<file path="config.mk">
export PLATFORM = sky130hd
export DESIGN_NAME = mul_seq_16
export DESIGN_NICKNAME = d
export VERILOG_FILES = /design/src/rtl/mul_seq_16.sv
export SDC_FILE = /design/constraint.sdc
export NUM_CORES = 1
export LEC_CHECK = 0
export ABC_AREA = 1
export BUFFER_PORTS_ARGS = -buffer_cell sky130_fd_sc_hd__buf_2
export CORE_MARGIN = 2
export CORE_UTILIZATION = 47
export CTS_CLUSTER_DIAMETER = 120
export DETAILED_ROUTE_END_ITERATION = 8
export PLACE_DENSITY = 0.78
export SYNTH_ARGS = -nofsm -noshare
export SYNTH_HDL_FRONTEND = slang
export SYNTH_SLANG_ARGS = --single-unit
</file>
<file path="constraint.sdc">
create_clock -name clk -period 6.71 [get_ports clk]
set_input_delay 1.0065 -clock clk [delete_from_list [all_inputs] [get_ports clk]]
set_output_delay 1.0065 -clock clk [all_outputs]
set_load 0.05 [all_outputs]
</file>
<file path="src/rtl/mul_seq_16.sv">
// Iterative 16x16 unsigned shift-add multiplier, one CLA add per step, start/busy/done handshake.
// Define MUL_EARLY_TERM_EN to stop as soon as the remaining multiplier bits are all zero.

module mul_seq_16_cla4 (
  input  logic [3:0] x,
  input  logic [3:0] y,
  input  logic       cin,
  output logic [3:0] s
);
  logic [3:0] g, pr;
  logic [3:1] c;

  assign g  = x & y;
  assign pr = x ^ y;
  assign c[1] = g[0] | (pr[0] & cin);
  assign c[2] = g[1] | (pr[1] & g[0]) | (pr[1] & pr[0] & cin);
  assign c[3] = g[2] | (pr[2] & g[1]) | (pr[2] & pr[1] & g[0]) | (pr[2] & pr[1] & pr[0] & cin);
  assign s  = pr ^ {c[3], c[2], c[1], cin};
endmodule

module mul_seq_16 #(
  parameter int WIDTH = 16
) (
  input  logic               clk,
  input  logic               rst_n,
  input  logic               start,
  input  logic [WIDTH-1:0]   a,
  input  logic [WIDTH-1:0]   b,
  output logic               busy,
  output logic               done,
  output logic [2*WIDTH-1:0] p
);
  typedef enum logic [1:0] {IDLE, RUN, DONE} state_t;

  state_t             state;
  logic [2*WIDTH:0]   r;
  logic [WIDTH-1:0]   m;
  logic [4:0]         cnt;

  logic [WIDTH-1:0]   hi, lo, sum;
  logic [3:0]         gg, pg;
  logic [4:0]         gc;
  logic [WIDTH:0]     add_res;
  logic [2*WIDTH-1:0] step_r;

  assign hi = r[2*WIDTH-1:WIDTH];
  assign lo = r[WIDTH-1:0];

  // Group generate/propagate come straight from the operands so the
  // second-level lookahead never depends on the group sum logic.
  function automatic logic [1:0] grp_gp(input logic [3:0] x, input logic [3:0] y);
    logic [3:0] gv, pv;
    gv = x & y;
    pv = x ^ y;
    return {gv[3] | (pv[3] & gv[2]) | (pv[3] & pv[2] & gv[1]) | (pv[3] & pv[2] & pv[1] & gv[0]), &pv};
  endfunction

  for (genvar i = 0; i < 4; i++) begin : g_cla
    assign {gg[i], pg[i]} = grp_gp(hi[4*i +: 4], m[4*i +: 4]);
    mul_seq_16_cla4 u_cla (
      .x  (hi[4*i +: 4]),
      .y  (m[4*i +: 4]),
      .cin(gc[i]),
      .s  (sum[4*i +: 4])
    );
  end

  assign gc[0] = 1'b0;
  assign gc[1] = gg[0] | (pg[0] & gc[0]);
  assign gc[2] = gg[1] | (pg[1] & gg[0]) | (pg[1] & pg[0] & gc[0]);
  assign gc[3] = gg[2] | (pg[2] & gg[1]) | (pg[2] & pg[1] & gg[0]) | (pg[2] & pg[1] & pg[0] & gc[0]);
  assign gc[4] = gg[3] | (pg[3] & gg[2]) | (pg[3] & pg[2] & gg[1]) | (pg[3] & pg[2] & pg[1] & gg[0])
               | (pg[3] & pg[2] & pg[1] & pg[0] & gc[0]);

  assign add_res = lo[0] ? {gc[4], sum} : {1'b0, hi};
  assign step_r  = {add_res, lo[WIDTH-1:1]};

`ifdef MUL_EARLY_TERM_EN
  logic [4:0]       k;
  logic [2*WIDTH:0] shifted;
  logic             lo_zero;
  logic             unused_bits;

  assign k       = 5'd16 - cnt;
  assign shifted = r >> k;
  assign lo_zero = (lo & (16'hFFFF >> cnt)) == '0;
  assign unused_bits = ^{r[2*WIDTH], shifted[2*WIDTH]};
`else
  logic unused_bits;
  assign unused_bits = r[2*WIDTH];
`endif

  always_ff @(posedge clk or negedge rst_n) begin
    if (!rst_n) begin
      state <= IDLE;
      busy  <= 1'b0;
      done  <= 1'b0;
      p     <= '0;
      r     <= '0;
      m     <= '0;
      cnt   <= '0;
    end else begin
      case (state)
        IDLE, DONE: begin
          done <= 1'b0;
          if (start) begin
            r     <= {{(WIDTH+1){1'b0}}, b};
            m     <= a;
            cnt   <= '0;
            state <= RUN;
            busy  <= 1'b1;
          end else begin
            state <= IDLE;
          end
        end
        RUN: begin
`ifdef MUL_EARLY_TERM_EN
          if (lo_zero) begin
            p     <= shifted[2*WIDTH-1:0];
            state <= DONE;
            busy  <= 1'b0;
            done  <= 1'b1;
          end else
`endif
          begin
            r   <= {1'b0, step_r};
            cnt <= cnt + 5'd1;
            if (cnt == 5'd15) begin
              p     <= step_r;
              state <= DONE;
              busy  <= 1'b0;
              done  <= 1'b1;
            end
          end
        end
        default: begin
          state <= IDLE;
          busy  <= 1'b0;
          done  <= 1'b0;
        end
      endcase
    end
  end
endmodule

</file>
==> metrics.yaml <==
total_negative_slack_ps: 0
hold_violations: 0
worst_clock_skew_ps: 17.60
finalWeightedCongestion: 0.8870
fillerInstances: 808
holdPathStages: 1
post-route-drc-count: 0
final.min_clock_period_ps: 2850
core_um2: 8806
cts_resized: 0
hold_path.class: "register to register"
ctsRootBufferMaster: "clkbuf_8"
worst_hold_startpoint: "cnt[3]"
yosys.area.top_type_share_pct: 51.00
dp_hpwl_um: 6513
ir_worst_vdd_v: 0.0003024
grt_first_pass_wirelength_um: 15900
critical_path_source: "cnt[0]"
synth_enable_flop_cells: 0
synthMostInstantiatedCell: "nand2_1"
grt_max_degree: 89
post_synth_most_frequent_cells: "nand2_1 (175), dfrtp_1 (88), inv_1 (57)"
route.final.wire_length_um: 9363
finalPower_mw: 2.716
fp.dieW_um: 99.85
synthArstFlopShare_pct: 100.0
dieHeight_um: 99.85
clk_latency_ps: 370
vias_in_the_first_global_route: 3416
post_synth_instance_area_um2: 4318
syn_area_per_cell_um2: 8.723
io_buffers: 68
nets_finish: 612
antenna_left: 0
r2r_start: "cnt[0]"
vias_post_dr: 3548
drt-wirelength-per-cell_um: 14.02
ys.flop_type: "dfrtp_1"
ff2ff_path_depth: 12
grt_antenna_before_repair: 0
maxCapViolCount: 0
required_ps: 6970
synth.net_count: 552
seq_area_frac_synth_pct: 51.00
placementRows: 34
netlist_top_cells_area: "dfrtp_1 (51%), nand2_1 (15%), ha_1 (5.2%), inv_1 (5.0%), o21ai_0 (4.2%)"
synth-seq-cells: 88
run_status: "complete, no violations"
track_usage_pct: 20.27
powerDensity_nw_per_um2: 554.4
timing.final.ws_setup_ps: 3860
report.final.setup_viol: 0
clk_pin_slew_ps: 90
slew_headroom_pct: 28.07
path_class: "register to register"
yosysWarnings: 0
clock_sinks: 88
i_o_pin_total: 69
post_route_cells_drive_above_1_share_pct: 19.11
clockBufferDepth: 2
maximum_net_fanout_on_the_critical_path: 35
fp.dieArea_um2: 9970
via_per_inst: 5.311
grt_overflow_total: 0
clock_tree_from_tritoncts: "built"
worst_setup_path_end_kind: "register"
startpoint_type: "register"
postSynthCellCount: 495
worstPathArrival_ps: 3110
htree_levels: 3
max_clock_freq_ghz: 0.3508
slew_viol_final: 0
total_leakage_power_nw: 2.649
final.period_utilization_pct: 42.48
postCtsSetupRepairBufs: 0
timing_worst_slew_pin_value_ps: 1079
grt_setup_unrepaired: "false"
num_antenna_cells: 0
stdcell_area_um2: 4898
dpl_cell_area_um2: 4705
place_ws_ps: 3789
firstDrtPassIters: 5
floorplan.initialDensity_pct: 49.03
yosys.cell_types.count: 36
cts_made_buffers: 9
flow.area_growth_from_synthesis_pct: 13.45
initial_drt_markers: 206
cts-hold-fix-buffers: 0
synthDominantAreaCellType: "dfrtp_1"
## power by group
| group | internal [mW] | leakage [nW] | switching, mW |
|---|---|---|---|
| logic | 0.475 | 1.47 | 0.967 |
| registers | 0.760 | 1.08 | 0.150 |
| clock network | 0.147 | 0.0977 | 0.216 |
## layer usage
| layer | vias up | track usage, % | wire, µm |
|---|---|---|---|
| li1 | 1713 | - | - |
| met1 | 1683 | 27.16 | 4111 |
| met2 | 130 | 32.90 | 4515 |
| met3 | 22 | 4.596 | 554 |
| met4 | 0 | 6.744 | 182 |
| met5 | - | 0 | 0 |
## flip-flops by register name, indices dropped and copies added, names as in the netlist
register and flops:
r 32, state 1, cnt 5, p 32
done 1, m 16, busy 1
## metrics by stage
stage,hold slack [ps],util [%],std cells
after global placement,456.7,53.42,652
final,482.7,55.63,668
after detailed placement,464.6,53.42,652
after global routing,511.1,55.63,668
after CTS,483.2,55.63,668
after floorplan,440.2,-,495
## critical path: stages (launching register included)
cell     delay [ps]
dfrtp_1         420
ha_1            190
nand2_1          70
nor2_1          100
ha_1            150
inv_1            50
nand2_2          70
o21ai_2          70
nor2_4          610
inv_4           230
nand2_4         380
inv_2           150
a22o_1          210
## layout by cell type (no fill, tap or decap), types with 2 or more instances in the layout
cell	synthesis	layout
or2_2	3	3
inv_1	57	57
ha_1	18	18
clkbuf_8	0	9
o22ai_2	9	9
nor2_1	8	8
fa_1	4	4
o21ai_0	36	36
inv_2	4	4
inv_8	0	4
xor2_1	3	3
nand3_1	27	27
buf_2	4	67
nand2_1	175	175
dfrtp_1	88	88
xnor2_1	3	3
nor2_4	2	2
a21oi_1	7	7
o221ai_1	14	14
o21ai_1	3	3
## logic make-up after synthesis
family                     after synthesis  synth area share [%]
and+or+nand+nor                        220                 20.86
DFF                                     88                 51.00
AOI/OAI and AO/OA                       77                 12.20
xor gates and xnor gates                 6                 1.217
adders and majority gates               22                 7.071
buffers and inverters                   82                 7.650
## cell type report
type | instances | area, µm² | area share, %
multi-input combinational | 325 | 1785 | 36.45
sequential | 88 | 2202 | 44.96
tap | 108 | 135.1 | 2.759
clock inverter | 7 | 70.07 | 1.430
timing repair buffer | 68 | 342.8 | 6.999
inverter | 63 | 239.0 | 4.879
clock buffer | 9 | 123.9 | 2.529
## worst paths after layout
| kind | slack [ps] | end |
|---|---|---|
| setup / recovery | 3860 | cnt[1] |
| hold / removal | 480 | cnt[3] |
| setup reg to reg | 3860 | cnt[1] |
| hold reg to reg | 480 | cnt[3] |
| max in group asynchronous | 5190 | r[5] |
| min in group asynchronous | 820 | p[17] |
Power figures use the tool's default switching activity.
